### src/rtl/tree_operand_feeder_pkg.sv
// Shared widths, slot count and FSM encodings for the tree-adder operand feeder.
// Also holds the signed multiply helper used when a fetched pair is captured.
package tree_operand_feeder_pkg;
  localparam int N_TAPS = 32;
  localparam int IDX_W  = 5;
  localparam int DATA_W = 16;
  localparam int COEF_W = 20;
  localparam int PROD_W = DATA_W + COEF_W;

  localparam logic [1:0] ST_IDLE  = 2'd0;
  localparam logic [1:0] ST_FETCH = 2'd1;
  localparam logic [1:0] ST_DRAIN = 2'd2;
  localparam logic [1:0] ST_HOLD  = 2'd3;

  typedef enum logic [1:0] {
    S_IDLE  = ST_IDLE,
    S_FETCH = ST_FETCH,
    S_DRAIN = ST_DRAIN,
    S_HOLD  = ST_HOLD
  } state_e;

  // Sign-extend both operands to the product width; the low PROD_W bits of
  // that product are exactly the full signed result.
  function automatic logic [PROD_W-1:0] mul_signed(input logic [DATA_W-1:0] a,
                                                   input logic [COEF_W-1:0] b);
    logic [PROD_W-1:0] ax;
    logic [PROD_W-1:0] bx;
    logic [PROD_W-1:0] p;
    ax = {{COEF_W{a[DATA_W-1]}}, a};
    bx = {{DATA_W{b[COEF_W-1]}}, b};
    p  = ax * bx;
    return p;
  endfunction
endpackage

### src/rtl/tree_operand_feeder_slot_bank.sv
// 32 x 36-bit product register file with one write port and a flat read bus.
// Every slot is visible at once so the adder can consume them in parallel.
module feeder_slot_bank
  import tree_operand_feeder_pkg::*;
(
  input  logic                     clk,
  input  logic                     reset,
  input  logic                     we,
  input  logic [IDX_W-1:0]         widx,
  input  logic [PROD_W-1:0]        wdata,
  output logic [N_TAPS*PROD_W-1:0] rd_flat
);
  genvar gi;
  for (gi = 0; gi < N_TAPS; gi++) begin : g_slot
    logic [PROD_W-1:0] slot_q;
    logic [PROD_W-1:0] slot_d;

    always_comb begin
      slot_d = slot_q;
      if (we && (widx == IDX_W'(gi))) slot_d = wdata;
    end

    always_ff @(posedge clk or negedge reset) begin
      if (!reset) slot_q <= '0;
      else        slot_q <= slot_d;
    end

    assign rd_flat[gi*PROD_W +: PROD_W] = slot_q;
  end
endmodule

### src/rtl/tree_operand_feeder.sv
// Fetches 32 data/coefficient pairs, multiplies each pair into its slot and
// presents the full slot bus to the tree adder under a valid/ack handshake.
module tree_operand_feeder
  import tree_operand_feeder_pkg::*;
#(
  parameter int ADDR_W = 12
) (
  input  logic                     clk,
  input  logic                     reset,
  input  logic                     start,
  input  logic [ADDR_W-1:0]        data_base,
  input  logic [ADDR_W-1:0]        coef_base,
  input  logic                     stall,
  output logic                     mem_rd,
  output logic [ADDR_W-1:0]        data_addr,
  output logic [ADDR_W-1:0]        coef_addr,
  input  logic [DATA_W-1:0]        data_q,
  input  logic [COEF_W-1:0]        coef_q,
  output logic [N_TAPS*PROD_W-1:0] prod_flat,
  output logic                     prod_valid,
  input  logic                     prod_ack,
  output logic                     busy
);
  state_e            state_q, state_d;
  logic [IDX_W-1:0]  idx_q, idx_d;
  logic [IDX_W-1:0]  widx_q, widx_d;
  logic [ADDR_W-1:0] data_base_q, data_base_d;
  logic [ADDR_W-1:0] coef_base_q, coef_base_d;
  logic              rd_dly_q, rd_dly_d;
  logic              issue;

  assign issue = (state_q == S_FETCH) && !stall;

  always_comb begin
    state_d     = state_q;
    idx_d       = idx_q;
    data_base_d = data_base_q;
    coef_base_d = coef_base_q;
    rd_dly_d    = issue;
    widx_d      = idx_q;
    case (state_q)
      S_IDLE: begin
        if (start) begin
          state_d     = S_FETCH;
          idx_d       = '0;
          data_base_d = data_base;
          coef_base_d = coef_base;
        end
      end
      S_FETCH: begin
        if (issue) begin
          idx_d = idx_q + IDX_W'(1);
          if (idx_q == IDX_W'(N_TAPS - 1)) state_d = S_DRAIN;
        end
      end
      // One cycle for the final SRAM word to arrive and be multiplied.
      S_DRAIN: state_d = S_HOLD;
      S_HOLD:  if (prod_ack) state_d = S_IDLE;
      default: state_d = S_IDLE;
    endcase
  end

  always_ff @(posedge clk or negedge reset) begin
    if (!reset) begin
      state_q     <= S_IDLE;
      idx_q       <= '0;
      widx_q      <= '0;
      data_base_q <= '0;
      coef_base_q <= '0;
      rd_dly_q    <= 1'b0;
    end else begin
      state_q     <= state_d;
      idx_q       <= idx_d;
      widx_q      <= widx_d;
      data_base_q <= data_base_d;
      coef_base_q <= coef_base_d;
      rd_dly_q    <= rd_dly_d;
    end
  end

  assign mem_rd     = issue;
  assign data_addr  = data_base_q + ADDR_W'(idx_q);
  assign coef_addr  = coef_base_q + ADDR_W'(idx_q);
  assign prod_valid = (state_q == S_HOLD);
  assign busy       = (state_q != S_IDLE);

  feeder_slot_bank u_slots (
    .clk     (clk),
    .reset   (reset),
    .we      (rd_dly_q),
    .widx    (widx_q),
    .wdata   (mul_signed(data_q, coef_q)),
    .rd_flat (prod_flat)
  );
endmodule

### config.mk
export PLATFORM = sky130hd
export DESIGN_NAME = tree_operand_feeder
export DESIGN_NICKNAME = d
export VERILOG_FILES = /design/src/rtl/tree_operand_feeder_pkg.sv /design/src/rtl/tree_operand_feeder_slot_bank.sv /design/src/rtl/tree_operand_feeder.sv
export SDC_FILE = /design/constraint.sdc
export NUM_CORES = 2
export LEC_CHECK = 0
export ABC_CLOCK_PERIOD_IN_PS = 2900
export CAP_MARGIN = 15
export CORE_AREA = 2 2 490 492
export CTS_CLUSTER_SIZE = 14
export DETAILED_ROUTE_END_ITERATION = 10
export DIE_AREA = 0 0 492 494
export PLACE_DENSITY = 0.49
export SETUP_SLACK_MARGIN = 0.05
export SYNTH_ARGS = -nofsm -noshare
export SYNTH_HDL_FRONTEND = slang
export SYNTH_SLANG_ARGS = --single-unit
### constraint.sdc
create_clock -name clk -period 2.9 [get_ports clk]
set_input_delay 0.725 -clock clk [delete_from_list [all_inputs] [get_ports clk]]
set_output_delay 0.725 -clock clk [all_outputs]
set_load 0.02 [all_outputs]
# ---- Word level (Yosys, flattened, before mapping)
# Index checks and enable logic that the tools add are counted.
dict set report classes {
  n_addsub 3
  multipliers 1
  reduce_logical 41
  muxes 8
  n_eq_ne 39
}
# operator count
set op_table {}
lappend op_table {{5-bit equality test, second input constant} 17}
lappend op_table {{5-bit by 4-bit equality test with 1-bit output, second input constant} 8}
lappend op_table {{16-bit by 20-bit multiplier with 36-bit output} 1}
lappend op_table {{1-bit logical AND} 33}
lappend op_table {{12-bit by 5-bit adder with 12-bit output} 2}
lappend op_table {{5-bit by 3-bit equality test with 1-bit output, second input constant} 4}
lappend op_table {{5-bit by 2-bit equality test with 1-bit output, second input constant} 2}
lappend op_table {{5-bit two-way mux} 2}
lappend op_table {{5-bit one-hot mux with 2 select lines} 1}
lappend op_table {{2-bit two-way mux} 4}
lappend op_table {{2-bit one-hot mux with 4 select lines} 1}
lappend op_table {{5-bit by 1-bit adder with 5-bit output, second input constant} 1}
lappend op_table {{5-bit by 1-bit equality test with 1-bit output, second input constant} 1}
lappend op_table {{5-bit zero test} 1}
lappend op_table {{2-bit equality test, second input constant} 2}
lappend op_table {{2-bit by 1-bit inequality test with 1-bit output, second input constant} 2}
lappend op_table {{2-bit inequality test, second input constant} 2}
lappend op_table {{4-bit AND reduction} 1}
lappend op_table {{2-bit nonzero test} 2}
lappend op_table {{3-bit AND reduction} 1}
lappend op_table {{2-bit by 1-bit equality test with 1-bit output, second input constant} 1}
lappend op_table {{2-bit zero test} 1}
lappend op_table {{2-bit AND reduction} 1}
lappend op_table {{1-bit zero test} 1}
dict set report totals {
  inputBits 65
  word_cells 130
  output_inout_bits 1179
  regBits 1189
}

# ---- Depth between registers and ports, before layout
dict set report logic_depth {
  ltp_word 4
  depth_mapped 26
}

# ---- Modules after synthesis
# A second synthesis with hierarchy kept.
dict set report unflattened {
  cells_unflattened 4118
  area_unflattened_um2 57144.8
}
# mod cells_each area_per_inst_um2 seq_area_each_um2 instances
set modules_own_cells {}
lappend modules_own_cells {feeder_slot_bank 2566 43037.5 28827.6 1}
lappend modules_own_cells {tree_operand_feeder 1552 14107.3 925.9 1}

# ---- Least setup slack after synthesis
# Ideal clock, no wire load.
dict set report synth_path {
  path_type {input-to-reg}
  start {input data_q[2]}
  end {register u_slots.g_slot[0].slot_q[35]}
  path_buffers 4
  arrival_ns 6.325
  setup_slack_ns -3.550
  t_required_ns 2.774
  cell_stages 22
  cell_sequence {clkbuf_1 -> nand2_1 -> fa_1 -> inv_1 -> fa_1 -> fa_1 -> inv_1 -> fa_1 -> inv_1 -> fa_1 -> fa_1 -> ha_1 -> clkbuf_1 -> a21oi_1 -> nor2b_1 -> o21ai_0 -> nand2b_1 -> clkbuf_1 -> clkbuf_1 -> nor3_1 -> a221oi_1 -> nand2_1}
}
dict set report synth_between {
  elab_chain_cells 1
}
# element line
set synth_rtl {}
lappend synth_rtl {{start, declared} tree_operand_feeder.sv:17} ;# input logic [DATA_W-1:0] data_q,
lappend synth_rtl {{16-bit by 20-bit multiplier with 36-bit output} tree_operand_feeder_pkg.sv:31} ;# p = ax * bx;
lappend synth_rtl {{end signal, assigned} tree_operand_feeder_slot_bank.sv:25} ;# else slot_q <= slot_d;
lappend synth_rtl {{end, declared} tree_operand_feeder_slot_bank.sv:15} ;# logic [PROD_W-1:0] slot_q;
# Every way passes these cells.
# A chain may end at the register's enable or synchronous reset.

# ---- Worst setup path after layout
dict set report layout_path {
  start {input data_q[6]}
  end {register u_slots.g_slot[24].slot_q[32]}
}
dict set report layout_between {
  elab_chain_cells 1
}
# element line
set layout_rtl {}
lappend layout_rtl {{16-bit by 20-bit multiplier with 36-bit output} tree_operand_feeder_pkg.sv:31}
lappend layout_rtl {{end signal, assigned} tree_operand_feeder_slot_bank.sv:25}
lappend layout_rtl {{end, declared} tree_operand_feeder_slot_bank.sv:15}
# Every way passes these cells.

==> impl_metrics.csv <==
group,metric,value,unit
status,outcome,"finished with violations",
status,violations,"negative setup slack",
floorplan,die_h,494,um
critical_path,cp_common_cell,"inv_2",
sta,report.final.slew_viol_count,0,
cells_and_area,finalInstanceArea,87170,sq um
floorplan,die_x,492,um
place,dpl_cell_area,77700,sq um
floorplan,num_rows,179,
routing,maxUsedRoutingLayer,"met5",
routing,met3_length,19420,um
clock_network,htree_levels,4,
grt,grt_antenna_before_repair,26,
sta,post-route-period-util,2.056,
place,io_buffers,1243,
sta,maxSlewHeadroom,0.4712,
routing,dr_wl_met2,127500,um
grt,grt_pass1_vias,47079,
sta,rsz0062_at_grt,"true",
sta,setup_viol,1062,
logic_synthesis,synth_most_common_cell,"nand2_1",
cells_and_area,nNetsFinal,7673,
grt,grt_usage,0.2087,
grt,grt_max_degree,101,
routing,drt_drc_violations_left,0,
logic_synthesis,synth-seq-cells,1189,
critical_path,slowest_delay,0.61,ns
logic_synthesis,avgSynthCellArea,10.15,sq um
sta,worst_pin_slew,0.7932,ns
routing,wl_per_cell,25.87,um
logic_synthesis,synth_common_cells,"nand2_1 (1,264), dfrtp_1 (1,189), o21ai_0 (944)",
floorplan,fp.coreArea,237400,sq um
critical_path,cp-start-kind,"input pin",
routing,routed_wl,271000,um
critical_path,r2r_end,"u_slots.g_slot[2].slot_q[35]",
place,dp_slack,-4.376,ns
logic_synthesis,syn_inst,5631,
cells_and_area,finalNonFillerCells,10476,
sta,fmax,0.1677,GHz
routing,dr_total_vias,47593,
place,post-place-cells,10045,
logic_synthesis,synth.largest_area_cell,"dfrtp_1",
logic_synthesis,synth.distinct_cells,63,
routing,wl_met1,113400,um
sta,hold_violations,0,
sta,layout_min_cycle_time,5.961,ns
grt,grt_overflow,0,
critical_path,cp_slowest_cell,"fa_2",
critical_path,crit_type,"in2reg",
cells_and_area,drive_gt1_frac,0.2092,
logic_synthesis,synth_edf_count,0,
logic_synthesis,synthFlopType,"dfrtp_1",
grt,grt_pass1_wl,363100,um
cells_and_area,fin_util,0.3672,
cells_and_area,syn_to_final_growth,52.56,%
clock_network,cts_tree,"built",
critical_path,crit_path_max_fanout,6,
critical_path,reg2reg_depth,8,
logic_synthesis,synth_fp_nets,6123,
place,dp_hpwl,185500,um
critical_path,cp.arrival,6.68,ns
routing,routed_via_density,4.543,
critical_path,rr_startpoint,"widx_q[4]",
floorplan,die_area,243000,sq um
clock_network,clock_latency,0.80,ns
routing,drt_pre_antenna_iters,8,
logic_synthesis,synth.area.top_cells,"dfrtp_1 (52%), fa_1 (11%), nand2_1 (8.3%)",
logic_synthesis,netlist_area,57140,sq um
critical_path,cp.required,3.62,ns
min_path,hold_class,"in2async",
sta,skew,0.07152,ns
critical_path,reg2reg_slack,0.36,ns
routing,drt_iter0_markers,3193,
logic_synthesis,synthArstFlopShare,1.000,
clock_network,clk_pin_slew,0.06,ns
logic_synthesis,synth_top_area_frac,0.5207,
routing,ant_nets,0,
place,finalWeightedCongestion,0.8653,
clock_network,root_buffer,"clkbuf_16",
sta,post-route-worst-setup-slack,-3.061,ns
clock_network,cts-buffers-inserted,142,
floorplan,floorplan.initialDensity,0.2407,
clock_network,cts.path.max_buffers,3,
run,maxCapViolations,0,
critical_path,cp-end-kind,"flip-flop",
logic_synthesis,ys_seq_area_frac,0.5207,
clock_network,clkSinkCount,1189,
logic_synthesis,ys_warn_count,0,
floorplan,pin_count,1244,
## metal layers
metal | global-route usage | vias up
li1 | - | 21545
met1 | 0.2664 | 23955
met2 | 0.3435 | 1701
met3 | 0.05098 | 390
met4 | 0.07379 | 2
met5 | 0 | -
## how the worst max path moves through the flow
| stage | start | to | slack (ns) | cells after the start |
|---|---|---|---|---|
| after floorplan | data_q[14] | u_slots.g_slot[28].slot_q[31] | -3.10 | 22 |
| after global placement | data_q[4] | u_slots.g_slot[5].slot_q[28] | -4.35 | 25 |
| after detailed placement | coef_q[10] | u_slots.g_slot[30].slot_q[28] | -4.38 | 24 |
| after CTS | coef_q[12] | u_slots.g_slot[29].slot_q[32] | -2.95 | 27 |
| after global routing | data_q[6] | u_slots.g_slot[24].slot_q[32] | -3.13 | 26 |
| final | data_q[6] | u_slots.g_slot[24].slot_q[32] | -3.06 | 26 |
## flip-flops by register name, summed over array words and instances, names as in the netlist
name,count
rd_dly_q,1
coef_base_q,12
data_base_q,12
state_q,2
widx_q,5
idx_q,5
u_slots.g_slot.slot_q,1152
## stage by stage
step                      hold WS (ns)  setup TNS [ns]
final                           0.3558        -2574.80
after global routing            0.3486        -2667.40
after CTS                       0.3827        -2502.01
after detailed placement        0.4636        -3851.62
after global placement          0.4601        -3832.81
after floorplan                 0.4294        -2652.82
## worst max-delay path, delay by kind of cell
| kind | cells | cell delay (ns) |
|---|---|---|
| compound gates | 7 | 1.23 |
| fa+ha+maj | 7 | 3.41 |
| buf+inv | 10 | 1.08 |
| simple gates | 2 | 0.20 |
## placed cells by master (no fill, tap or decap), drive strengths merged, types with 143 or more instances in the layout
master and n:
and2 143, buf 620, clkbuf 235, clkdlybuf4s50 1203, dfrtp 1189, fa 320, inv 381, nand2 1264
nor3 179, o21ai 981
## cell type report
class	count	area (sq um)
repair buffers	1866	20440
inverters	377	1415
well taps	3167	3963
flip-flops and latches	1189	29750
clock inverters	48	696.9
multi-input cells	3605	26760
clock buffers	204	4088
diodes	20	50.05
fillers	23512	150200
## kinds of logic after synthesis
group / after synthesis / synth area share
compound gates: 1173 / 0.1132
xor+xnor: 58 / 0.009219
fa+ha+maj: 427 / 0.1355
buf+inv: 837 / 0.05593
flops: 1189 / 0.5207
mux: 182 / 0.03495
simple gates: 1765 / 0.1304
## timing repair
item	CTS	global route
setup buffers	58	51
cloned	29	26
hold buffers	1	0
hold endpoints to repair	22	0
pin swaps	147	193
gates resized for setup	463	471
setup endpoints to repair	1094	1081
Power is not shown: default switching activity piles up to over one toggle a cycle in this logic, so the estimate is an artifact.
